$ cat config.mk
export PLATFORM = sky130hd
export DESIGN_NAME = hazard_scoreboard
export DESIGN_NICKNAME = d
export VERILOG_FILES = /design/src/rtl/hazard_scoreboard.sv
export SDC_FILE = /design/constraint.sdc
export NUM_CORES = 1
export LEC_CHECK = 0
export CAP_MARGIN = 40
export CORE_ASPECT_RATIO = 0.9
export CORE_MARGIN = 1.5
export CORE_UTILIZATION = 30
export CTS_CLUSTER_DIAMETER = 30
export CTS_CLUSTER_SIZE = 16
export DETAILED_ROUTE_END_ITERATION = 8
export GPL_ROUTABILITY_DRIVEN = 0
export PLACE_DENSITY = 0.47
export SLEW_MARGIN = 10
export SYNTH_ARGS = -nofsm -noshare
export SYNTH_HDL_FRONTEND = slang
export SYNTH_SLANG_ARGS = --single-unit
$ cat constraint.sdc
create_clock -name clk -period 5.51 [get_ports clk]
set_input_delay 1.3775 -clock clk [delete_from_list [all_inputs] [get_ports clk]]
set_output_delay 1.3775 -clock clk [all_outputs]
set_load 0.1 [all_outputs]
$ cat src/rtl/hazard_scoreboard.sv
// Forwarding and hazard unit that keeps its own in-flight register-usage
// pipeline: one EX slot plus DEPTH post-EX producer slots. Derives EX operand
// forward selects, MEM store-data forward and the load-use stall.
module hazard_scoreboard #(
  parameter  int unsigned DEPTH   = 3,
  parameter  int unsigned RADDR_W = 4,
  parameter  int unsigned CNT_W   = 16,
  localparam int unsigned FS_W    = $clog2(DEPTH + 1)
) (
  input  logic               clk,
  input  logic               rst_n,
  input  logic               pipe_stall,
  input  logic               flush,
  input  logic               id_valid,
  input  logic [RADDR_W-1:0] id_rs,
  input  logic [RADDR_W-1:0] id_rt,
  input  logic [RADDR_W-1:0] id_rd,
  input  logic               id_uses_rs,
  input  logic               id_uses_rt,
  input  logic               id_regwrite,
  input  logic               id_is_load,
  input  logic               id_mem_write,
  output logic [FS_W-1:0]    fwd_a,
  output logic [FS_W-1:0]    fwd_b,
  output logic               fwd_mem,
  output logic               load_use_stall,
  output logic [CNT_W-1:0]   stall_cnt
);

  typedef struct packed {
    logic               valid;
    logic [RADDR_W-1:0] rd;
    logic [RADDR_W-1:0] rt;
    logic               regwrite;
    logic               is_load;
    logic               mem_write;
  } slot_t;

  slot_t              r_ex;
  logic [RADDR_W-1:0] r_ex_rs;
  slot_t              r_slot [1:DEPTH];
  logic [CNT_W-1:0]   r_stall_cnt;

  slot_t              w_ex_next;
  logic               w_load_use;
  logic [FS_W-1:0]    w_fwd_a;
  logic [FS_W-1:0]    w_fwd_b;
  logic               w_fwd_mem;

  // A slot produces a register value only if it writes a nonzero register.
  function automatic logic is_writer(slot_t s);
    return s.valid & s.regwrite & (s.rd != '0);
  endfunction

  // Load in EX feeding an ID source that cannot be forwarded in time.
  always_comb begin
    w_load_use = id_valid & is_writer(r_ex) & r_ex.is_load &
                 ((id_uses_rs & (r_ex.rd == id_rs)) |
                  (id_uses_rt & (r_ex.rd == id_rt) & ~id_mem_write));
  end

  // Next EX contents: bubble on flush, load-use stall or empty ID.
  always_comb begin
    w_ex_next = '0;
    if (!(flush | w_load_use | ~id_valid)) begin
      w_ex_next.valid     = 1'b1;
      w_ex_next.rd        = id_rd;
      w_ex_next.rt        = id_rt;
      w_ex_next.regwrite  = id_regwrite;
      w_ex_next.is_load   = id_is_load;
      w_ex_next.mem_write = id_mem_write;
    end
  end

  // Operand forward selects; scanning oldest to youngest lets the youngest
  // match override, and an ineligible youngest match forces 0 (no fallthrough).
  always_comb begin
    w_fwd_a = '0;
    w_fwd_b = '0;
    if (r_ex.valid) begin
      for (int unsigned k = DEPTH; k >= 1; k--) begin
        if (is_writer(r_slot[k]) && (r_slot[k].rd == r_ex_rs))
          w_fwd_a = (k == 1 && r_slot[k].is_load) ? '0 : FS_W'(k);
        if (is_writer(r_slot[k]) && (r_slot[k].rd == r_ex.rt))
          w_fwd_b = (k == 1 && r_slot[k].is_load) ? '0 : FS_W'(k);
      end
    end
  end

  // Store in MEM whose data register is being written back from WB.
  always_comb begin
    w_fwd_mem = r_slot[1].valid & r_slot[1].mem_write & is_writer(r_slot[2]) &
                (r_slot[2].rd == r_slot[1].rt);
  end

  // Slot pipeline advance and saturating stall counter; all hold on pipe_stall.
  always_ff @(posedge clk or negedge rst_n) begin
    if (!rst_n) begin
      r_ex        <= '0;
      r_ex_rs     <= '0;
      r_stall_cnt <= '0;
      for (int unsigned k = 1; k <= DEPTH; k++) r_slot[k] <= '0;
    end else if (!pipe_stall) begin
      for (int unsigned k = DEPTH; k >= 2; k--) r_slot[k] <= r_slot[k-1];
      r_slot[1] <= r_ex;
      r_ex      <= w_ex_next;
      r_ex_rs   <= id_rs;
      if (w_load_use && (r_stall_cnt != '1))
        r_stall_cnt <= r_stall_cnt + CNT_W'(1);
    end
  end

  assign fwd_a          = w_fwd_a;
  assign fwd_b          = w_fwd_b;
  assign fwd_mem        = w_fwd_mem;
  assign load_use_stall = w_load_use;
  assign stall_cnt      = r_stall_cnt;

endmodule

Word-level counts from Yosys, hierarchy flattened

Cells that the tools add are included.

Output and inout bits: 22
ROM bits: 0
Latch bits: 0
Bits in registers: 56
Input port bits: 22
Logic and storage cells: 76
Memories kept: 0
RAM bits: 0

Equality and inequality tests: 10
Shifts and indexed selects: 0
Bitwise operators: 23
$lt $le $gt $ge: 0
Add/subtract/negate cells: 1
Div/mod/pow operators: 0
$mul: 0
Muxes and demuxes: 10
Reduce and logical (&&, ||, !) cells: 12

Operator list:

| cell                  | number |
|---|---|
| $eq 4x4->1            | 9 |
| $and 1x1->1           | 17 |
| $add 16x1->16 const B | 1 |
| $mux 2                | 8 |
| $ne 16x16->1 const B  | 1 |
| $reduce_bool 4->1     | 4 |
| $mux 12               | 1 |
| $logic_and 1x1->1     | 7 |
| $not 1->1             | 3 |
| $or 1x1->1            | 3 |
| $reduce_and 2->1      | 1 |
| $mux 1                | 1 |

Logic depth before layout (Yosys ltp)

Gate-level depths: netlist of the first run.

Depth after elaboration: 8
Gate-level depth with buffers: 8
Depth with buffers taken out: 7

Worst setup path after synthesis of the first run

OpenSTA, ideal clock, no wires.

Path type: register to output
From: reg r_slot[22] in the netlist's numbering
To: out fwd_mem
Setup slack: 1351 ps
Required time: 4133 ps
Stages on the path, launching flop included: 5
Buffers on the path: 1
Arrival: 2782 ps
Cells stage by stage: dfrtp_1 -> buf_4 -> xnor2_1 -> nand3_1 -> nor3_1

Cells in the longest elaborated chain, start to end: 4
Elaborated cells between the ends (all ways): 5
Classes of those cells: eq/ne: 1; bitwise: 3; reduce/logical: 1

Ends and longest elaborated chain:

| item              | RTL line | RTL |
|---|---|---|
| from (decl)       | 41       | `slot_t r_slot [1:DEPTH];` |
| $reduce_bool 4->1 | 52       | `return s.valid & s.regwrite & (s.rd != '0);` |
| $and 1x1->1       | 52       |  |
| $and 1x1->1       | 92       | `w_fwd_mem = r_slot[1].valid & r_slot[1].mem_write & is_writer(r_slot[2]) &` |
| $and 1x1->1 *     | 92       |  |
| to (decl)         | 25       | `output logic fwd_mem,` |

Every way passes the cells marked *; elsewhere a longest branch is shown, timed or not.

Worst setup path after layout of the first run

From: in id_rs[0]
To: out load_use_stall

Cells in the longest elaborated chain, start to end: 4

Ends and longest elaborated chain:

| item        | RTL line | RTL |
|---|---|---|
| from (decl) | 15       | `input logic [RADDR_W-1:0] id_rs,` |
| $eq 4x4->1  | 58       | `((id_uses_rs & (r_ex.rd == id_rs)) \|` |
| $and 1x1->1 | 58       |  |
| $or 1x1->1  | 58       |  |
| $and 1x1->1 | 57       | `w_load_use = id_valid & is_writer(r_ex) & r_ex.is_load &` |
| to (decl)   | 26       | `output logic load_use_stall,` |

No other way between the ends.

==> impl_metrics.tcl, run 1 <==
set metrics [dict create \
    path_class "in2out" \
    p_int_mw 0.6378 \
    path_clk_slew_ns 0.10 \
    post-cts-setup-buffers 0 \
    endpoint_kind "output port" \
    grt_pass1_vias 2190 \
    timing.fmax_ghz 0.2222 \
    yosys-top-cells-area "dfrtp_1, mux2_2, xnor2_1, xor2_1, nand2_1" \
    synth-xor-area-share 0.1522 \
    slowest_delay_ns 0.44 \
    port_buffers 43 \
    cts_sinks 56 \
    synth_top_family_by_area "simple AND/OR/NAND/NOR gates" \
    cp.buffers_inverters 3 \
    placed_area_sq_um 3785 \
    power_mw 0.8535 \
    routedWlPerCell_microns 15.05 \
    finish.instance_area_sq_um 3892 \
    ys.warnings.count 0 \
    drv_cap 0 \
    setup-violations-final 0 \
    worstSkewPairLatency_ns 0.30 \
    regArea_sq_um 1401 \
    slew_headroom 0.5062 \
    leakagePower_nw 1.708 \
    synthToLayoutAreaGrowth_pct 32.67 \
    multi_input_area_sq_um 1446 \
    switching_share 0.2527 \
    nets 350 \
    cts_hold_buf 0 \
    combPwrFrac 0.135 \
    syn_area_per_cell_sq_um 11.03 \
    via_per_inst 4.566 \
    tritoncts "built" \
    netlist.area_leader.share 0.4776 \
    syn_inst 266 \
    powerDensity_nw_per_um2 219.3 \
    worstMarginPinSlew_ns 0.7407 \
    cts_root_buf "clkbuf_8" \
    grt_max_degree 57 \
    synth_area_sq_um 2934 \
    ys_ff_latch 56 \
    synth_compound_area_frac 0.03284 \
    maxSlewViolCount 0 \
    period_minus_slack_ns 4.501 \
    slowest_stage "clkdlybuf4s50_1" \
    die-area_sq_um 10380 \
    peakVddDrop_mv 0.1009 \
    drc 0 \
    fillerInstances 944 \
    p_sw_mw 0.2157 \
    clockBufferDepth 2 \
    cp_top_family "buffers and inverters" \
    pwr-share-seq 0.554 \
    synth_adder_area_share 0.004264 \
    critPathMaxFanout 12 \
    synth-simple-area-share 0.1855 \
    grt_pass1_wl_microns 11510 \
    synthMuxAreaShare 0.1181 \
    final_common_cell "dfrtp_1" \
    fp.dieW_microns 107.2 \
    grt_usage 0.1401 \
    crit_arrival_ns 3.12 \
    layout_common_cells "dfrtp_1, clkdlybuf4s50_1, xnor2_1, mux2_2, nand2_1" \
    tns_ns 0 \
    drive_gt1_frac 0.2134 \
    cp.required_ns 4.13 \
    rsz0062_at_grt "no" \
    dp_hpwl_microns 4920 \
    status "complete, no violations" \
    cp-start-kind "input pin" \
    synth_nets 289 \
    antenna_left 0 \
    ys_seq_area_frac 0.4776 \
    initial_core_util 0.3065 \
    fin_worst_skew_ns 0.008477 \
    antenna_found_initial 0 \
    numCtsBuffers 5 \
    finalHoldViolCount 0 \
    ios 44 \
    grt_overflow 0 \
    ctsResizeCount 0 \
    n_antenna_cell 0 \
    drt-initial-drc-count 42 \
    coreArea_sq_um 9572 \
    first_pass_iters 4 \
    yosysTopAreaCell "dfrtp_1" \
    crit_path_cell_trace "clkdlybuf4s50_1 -> xor2_1 -> nor3_1 -> nand4_1 -> o21a_2 -> inv_2 -> buf_4" \
    h-tree-depth 2 \
    post-route-period-util 0.8168 \
    routed_wl_microns 6832 \
    fp.dieH_microns 96.82 \
    rows 34 \
    synth_cell_types 37 \
    clock_power_share 0.312 \
    hold_path_class "reg2reg" \
    via_count 2073 \
]
[power by group through the flow]
stage / combinational (mW) / clock, mW / sequential [mW]
2_1_floorplan: 0.0863 / 0 / 0.464
3_3_place_gp: 0.112 / 0 / 0.482
3_5_place_dp: 0.116 / 0 / 0.482
4_1_cts: 0.117 / 0.283 / 0.473
5_1_grt: 0.128 / 0.292 / 0.478
6_report: 0.115 / 0.266 / 0.473
[final cells by class]
type / count / area share
clock buffer: 6 / 0.01864
inverter: 3 / 0.002893
clock inverter: 2 / 0.009000
multi-input combinational: 195 / 0.3716
sequential: 56 / 0.3600
timing repair buffer: 66 / 0.1974
tap: 126 / 0.04050
[logic make-up after synthesis]
kind of cell,after synthesis
AO/OA/AOI/OAI,16
XOR/XNOR,51
adder cells (fa/ha/maj),1
buffers and inverters,15
flip-flops,56
multiplexers,31
AND/OR/NAND/NOR,96
[sequential cells by signal, indices dropped and copies added (netlist names)]
name / cells
r_ex_rs: 4
r_ex: 12
r_slot: 24
stall_cnt: 16
[stage by stage]
| stage | hold WS (ns) | cells | setup slack [ns] | utilization |
|---|---|---|---|---|
| after floorplan | 0.4492 | 266 | 1.351 | - |
| after global placement | 0.4767 | 424 | 1.080 | 0.3596 |
| after detailed placement | 0.4828 | 446 | 1.055 | 0.3954 |
| after CTS | 0.5040 | 454 | 1.042 | 0.4067 |
| after global routing | 0.5162 | 454 | 0.9349 | 0.4067 |
| final | 0.4923 | 454 | 1.009 | 0.4067 |
[metal layers]
metal  part of all wire  GRT usage
met2               0.47     0.2229
met1               0.50     0.1984
met5                  0          0
met4             0.0042    0.03179
met3              0.034    0.02358
[cell usage after synthesis]
master    count
o211a_1       2
nor2_2        1
inv_2         1
mux2i_1       2
or4_4         1
mux2_1        1
ha_1          1
nand3_2       2
nand4_1      10
inv_1         2
nor4b_2       1
o21ai_0      12
nand2_1      23
nand3b_1      1
buf_6         3
and2_1        3
dfrtp_1      56
nand3_1      12
nor2_1        9
nand2b_1     13
clkbuf_2      1
buf_4         1
buf_1         2
xnor2_1      31
nor3_1        5
o21a_2        1
and3_1        4
mux2_2       28
xor2_1       20
or4_1         1
nor3_2        1
clkbuf_1      3
nor4_4        1
nor4_1        7
buf_2         2
nand4b_1      1
o31ai_1       1
[final timing paths]
kind,slack [ns],from,cells past startpoint,to
min reg2reg,0.49,stall_cnt[13]$_DFFE_PN0P_,1,stall_cnt[13]$_DFFE_PN0P_
min in group asynchronous,1.21,rst_n,2,r_slot[23]$_DFFE_PN0N_
max in group asynchronous,3.80,rst_n,2,stall_cnt[6]$_DFFE_PN0P_
max,1.01,id_rs[0],7,load_use_stall
max reg2reg,3.47,r_ex[10]$_DFFE_PN0N_,6,stall_cnt[1]$_DFFE_PN0P_
min,0.49,stall_cnt[13]$_DFFE_PN0P_,1,stall_cnt[13]$_DFFE_PN0P_
[worst reg2reg max path, cell delays in order, from the launching register on]
cell     delay, ns
dfrtp_1       0.49
xor2_1        0.20
nor3_1        0.28
nand4_1       0.15
o21a_2        0.19
nor3_2        0.26
mux2_1        0.35
No activity file was read; power rests on OpenSTA's default activity.
==> run 2: changes to the inputs <==
Settings changed: PLACE_DENSITY 0.47 to 0.49.
Clock period 5.51 ns to 3.9 ns, I/O delays scaled along.
==> run 2 against run 1 <==
Effect of this change:
- clock power increased by 66%
- sequential share of layout area increased by 0.43 points
- via count increased by 1.3%
- critical path depth unchanged
- flip-flop and latch count unchanged
- register-to-register slack got worse by 1.5 ns
- critical endpoint unchanged
==> impl_metrics.tcl, run 2 (synthesis results as in run 1) <==
set metrics [dict create \
    worstSkewPairLatency_ns 0.31 \
    cts_root_buf "clkbuf_8" \
    finalWorstSetupSlack_ns 0.4214 \
    grt_usage 0.1433 \
    layout_common_cells "dfrtp_1, clkdlybuf4s50_1, xnor2_1, mux2_2, nand2_1" \
    ctsResizeCount 0 \
    timing.fmax_ghz 0.2875 \
    via_count 2100 \
    n_antenna_cell 0 \
    met1_length_microns 3488 \
    fillerInstances 955 \
    path_clk_slew_ns 0.09 \
    setup-violations-final 0 \
    port_buffers 43 \
    nets 347 \
    cts_hold_buf 0 \
    die-area_sq_um 10380 \
    r2r_setup_slack_ns 1.99 \
    slowest_stage "clkdlybuf4s50_1" \
    drt-initial-drc-count 49 \
    grt_pass1_wl_microns 11630 \
    tns_ns 0 \
    startpoint "id_rs[0]" \
    placed_cells 443 \
    placed_area_sq_um 3717 \
    drive_gt1_frac 0.2222 \
    peakVddDrop_mv 0.1385 \
    hp-start "r_ex[0]$_DFFE_PN0N_" \
    slew_headroom 0.6616 \
    fin_cells 450 \
    finalHoldViolCount 0 \
    numCtsBuffers 5 \
    critPathMaxFanout 12 \
    min_to "r_ex[0]$_DFFE_PN0N_" \
    clock_power_share 0.347 \
    powerDensity_nw_per_um2 330.4 \
    grt_overflow 0 \
    reg2reg_depth 6 \
    cp.required_ns 2.92 \
    power_mw 1.271 \
    rows 34 \
    rsz0062_at_grt "no" \
    cp-start-kind "input pin" \
    grt_max_degree 48 \
    met3_length_microns 163 \
    switching_share 0.2421 \
    cp_top_family "buffers and inverters" \
    place_worst_setup_slack_ns 0.4146 \
    period_minus_slack_ns 3.479 \
    path_class "in2out" \
    cts_sinks 56 \
    combPwrFrac 0.127 \
    via_per_inst 4.667 \
    clockBufferDepth 2 \
    initial_core_util 0.3065 \
    p_int_mw 0.9631 \
    final_common_cell "dfrtp_1" \
    crit_path_cell_trace "clkdlybuf4s50_1 -> xor2_1 -> nor3_1 -> nand4_1 -> o21a_2 -> inv_2 -> buf_12" \
    fin_worst_skew_ns 0.01044 \
    antenna_left 0 \
    cp.buffers_inverters 3 \
    slowest_delay_ns 0.43 \
    synthToLayoutAreaGrowth_pct 31.09 \
    status "complete, no violations" \
    crit_arrival_ns 2.50 \
    fin_hold_ws_ns 0.5125 \
    r2r-start "r_ex[11]$_DFFE_PN0N_" \
    endpoint_kind "output port" \
    worstMarginPinSlew_ns 0.5076 \
    fp.dieW_microns 107.2 \
    antenna_found_initial 0 \
    drv_cap 0 \
    tritoncts "built" \
    grt_pass1_vias 2144 \
    routed_wl_microns 6762 \
    regMostFlops "r_slot" \
    coreArea_sq_um 9572 \
    first_pass_iters 4 \
    routed-wl-met2_microns 2989 \
    maxUsedRoutingLayer "met4" \
    maxSlewViolCount 0 \
    pwr-share-seq 0.526 \
    routedWlPerCell_microns 15.03 \
    post-route-period-util 0.8920 \
    drc 0 \
    hold_path_depth 2 \
    r2r-end "stall_cnt[1]$_DFFE_PN0P_" \
    post-cts-setup-buffers 0 \
    h-tree-depth 2 \
    dp_hpwl_microns 5039 \
    hold_path_class "reg2reg" \
    largest_reg_flops 24 \
    ios 44 \
    leakagePower_nw 1.700 \
    finish.utilization 0.4018 \
    p_sw_mw 0.3076 \
    finish.instance_area_sq_um 3846 \
    fp.dieH_microns 96.82 \
]
-- run 2: area by class of cell --
type,instances,area [sq um],share of cell area
multi-input combinational,195,1446,0.3761
tap,126,157.7,0.04099
clock buffer,5,68.82,0.01789
inverter,3,11.26,0.002928
clock inverter,2,60.06,0.01561
timing repair buffer,63,700.7,0.1822
sequential,56,1401,0.3643
-- run 2: power groups by stage --
stage               logic, mW  registers (mW)  clock network (mW)
global route            0.181           0.676               0.476
finish                  0.161           0.668               0.441
global placement        0.159           0.680                   0
floorplan               0.122           0.656                   0
detailed placement      0.164           0.680                   0
CTS                     0.164           0.669               0.457
-- run 2: worst max path at each step --
stage	slack, ns	cells past startpoint	to
final	0.42	7	load_use_stall
after global routing	0.30	7	load_use_stall
after CTS	0.40	7	load_use_stall
after detailed placement	0.41	7	load_use_stall
after global placement	0.42	7	load_use_stall
after floorplan	0.14	4	fwd_mem
-- run 2: worst register-to-register path, stage by stage, from the launching register on --
cell      delay (ns)
dfrtp_1         0.55
nand4_1         0.14
nor2_1          0.15
nand4b_1        0.11
o21a_2          0.26
nor3_2          0.24
mux2_1          0.35
-- run 2: routing by layer --
metal / global-route usage / vias to the layer above
met5: 0 / -
li1: - / 1033
met1: 0.2153 / 1022
met2: 0.2068 / 36
met4: 0.04923 / 0
met3: 0.02291 / 9
==> run 3: changes to the inputs <==
Settings changed: CELL_PAD_IN_SITES_DETAIL_PLACEMENT set to 0, CELL_PAD_IN_SITES_GLOBAL_PLACEMENT set to 1, PLACE_DENSITY 0.49 to 0.6.
==> run 3 against run 2 <==
Effect of this change:
- sequential share of layout area down 0.083 points
- power up 1.1%
- clock-buffer cell count unchanged
- worst setup slack worse by 0.030 ns
- register-to-register slack about the same
- cell count unchanged
- critical path depth unchanged
- routed wire length down 1.0%
- hold slack worse by 0.013 ns
- global-route usage down 0.29 points
- flip-flop and latch count unchanged
- sequential power about the same
- largest power group unchanged
==> impl_metrics.tcl, run 3 (synthesis results as in run 1) <==
set metrics [dict create \
    status "complete, no violations" \
    grt_max_degree 46 \
    via_per_inst 4.584 \
    synthToLayoutAreaGrowth_pct 31.39 \
    fin_cells 450 \
    grt_overflow 0 \
    maxSlewViolCount 0 \
    crit_arrival_ns 2.53 \
    pwr-share-seq 0.520 \
    post-cts-setup-buffers 0 \
    switching_share 0.2460 \
    slowest_stage "clkdlybuf4s50_1" \
    post-route-period-util 0.8997 \
    critPathMaxFanout 12 \
    crit_path_cell_trace "clkdlybuf4s50_1 -> xor2_1 -> nor3_1 -> nand4_1 -> o21a_2 -> inv_2 -> buf_12" \
    worstMarginPinSlew_ns 0.5472 \
    ctsResizeCount 0 \
    leakagePower_nw 1.703 \
    powerDensity_nw_per_um2 333.3 \
    routed-wl-met2_microns 2880 \
    drive_gt1_frac 0.2222 \
    finalHoldViolCount 0 \
    fp.dieW_microns 107.2 \
    rsz0062_at_grt "no" \
    clock_power_share 0.356 \
    r2r-start "r_ex[7]$_DFFE_PN0N_" \
    r2r-end "stall_cnt[1]$_DFFE_PN0P_" \
    h-tree-depth 2 \
    nets 346 \
    met1_length_microns 3521 \
    clockBufferDepth 2 \
    cp_top_family "buffers and inverters" \
    regArea_sq_um 1401 \
    largest_reg_flops 24 \
    r2r_setup_slack_ns 2.00 \
    routed_wl_microns 6694 \
    period_minus_slack_ns 3.509 \
    slowest_delay_ns 0.45 \
    tritoncts "built" \
    cp.buffers_inverters 3 \
    fin_worst_skew_ns 0.01366 \
    multi_input_area_sq_um 1446 \
    cp.required_ns 2.92 \
    slew_headroom 0.6352 \
    cts_root_buf "clkbuf_8" \
    layout_common_cells "dfrtp_1, clkdlybuf4s50_1, xnor2_1, mux2_2, nand2_1" \
    p_sw_mw 0.3161 \
    final_common_cell "dfrtp_1" \
    drc 0 \
    regMostFlops "r_slot" \
    initial_core_util 0.3065 \
    tns_ns 0 \
    grt_pass1_vias 2148 \
    rows 34 \
    hold_path_class "reg2reg" \
    drv_cap 0 \
    antenna_left 0 \
    power_mw 1.285 \
    peakVddDrop_mv 0.1470 \
    n_antenna_cell 0 \
    maxUsedRoutingLayer "met4" \
    cp-start-kind "input pin" \
    setup-violations-final 0 \
    placed_cells 442 \
    hp-start "stall_cnt[8]$_DFFE_PN0P_" \
    cts_sinks 56 \
    met3_length_microns 216 \
    dp_hpwl_microns 4961 \
    grt_usage 0.1404 \
    fp.dieH_microns 96.82 \
    combPwrFrac 0.124 \
    antenna_found_initial 0 \
    die-area_sq_um 10380 \
    grt_pass1_wl_microns 11600 \
    p_int_mw 0.9688 \
    routedWlPerCell_microns 14.88 \
    min_to "stall_cnt[8]$_DFFE_PN0P_" \
    coreArea_sq_um 9572 \
    reg2reg_depth 6 \
    numCtsBuffers 5 \
    first_pass_iters 4 \
    ios 44 \
    worstSkewPairLatency_ns 0.31 \
    cts_hold_buf 0 \
    endpoint_kind "output port" \
    path_class "in2out" \
    timing.fmax_ghz 0.2850 \
    hold_path_depth 1 \
    path_clk_slew_ns 0.11 \
    fillerInstances 943 \
    via_count 2063 \
    port_buffers 43 \
    drt-initial-drc-count 100 \
    fin_hold_ws_ns 0.4997 \
]
==> run 3: worst max path at each step <==
stage / from / endpoint / slack (ns) / cells after the start
CTS: id_rs[0] / load_use_stall / 0.37 / 7
global route: id_rs[0] / load_use_stall / 0.28 / 7
floorplan: r_slot[22]$_DFFE_PN0N_ / fwd_mem / 0.14 / 4
global placement: id_rs[0] / load_use_stall / 0.39 / 7
detailed placement: id_rs[0] / load_use_stall / 0.38 / 7
finish: id_rs[0] / load_use_stall / 0.39 / 7
==> run 3: power groups by stage <==
| stage | clock network [mW] | logic, mW | registers [mW] |
|---|---|---|---|
| final | 0.457 | 0.160 | 0.668 |
| after global routing | 0.496 | 0.181 | 0.674 |
| after CTS | 0.472 | 0.163 | 0.668 |
| after detailed placement | 0 | 0.162 | 0.680 |
| after global placement | 0 | 0.157 | 0.681 |
| after floorplan | 0 | 0.122 | 0.656 |
==> run 3: layer usage <==
metal | track usage | vias up
li1 | - | 1032
met1 | 0.2186 | 980
met2 | 0.1999 | 45
met3 | 0.02156 | 6
met4 | 0.03692 | 0
met5 | 0 | -
==> run 3: cell type report <==
class / count / area share
multi-input combinational: 195 / 0.3752
sequential: 56 / 0.3635
timing repair buffer: 62 / 0.1818
tap: 126 / 0.04090
clock buffer: 5 / 0.01785
clock inverter: 3 / 0.01785
inverter: 3 / 0.002921
==> run 3: per-stage QoR <==
stage / worst slack [ns] / area [sq um] / utilization
5_1_grt: 0.2751 / 3855 / 0.4027
6_report: 0.3914 / 3855 / 0.4027
2_1_floorplan: 0.1435 / 2934 / -
4_1_cts: 0.3666 / 3855 / 0.4027
3_5_place_dp: 0.3768 / 3717 / 0.3884
3_3_place_gp: 0.3863 / 3450 / 0.3604
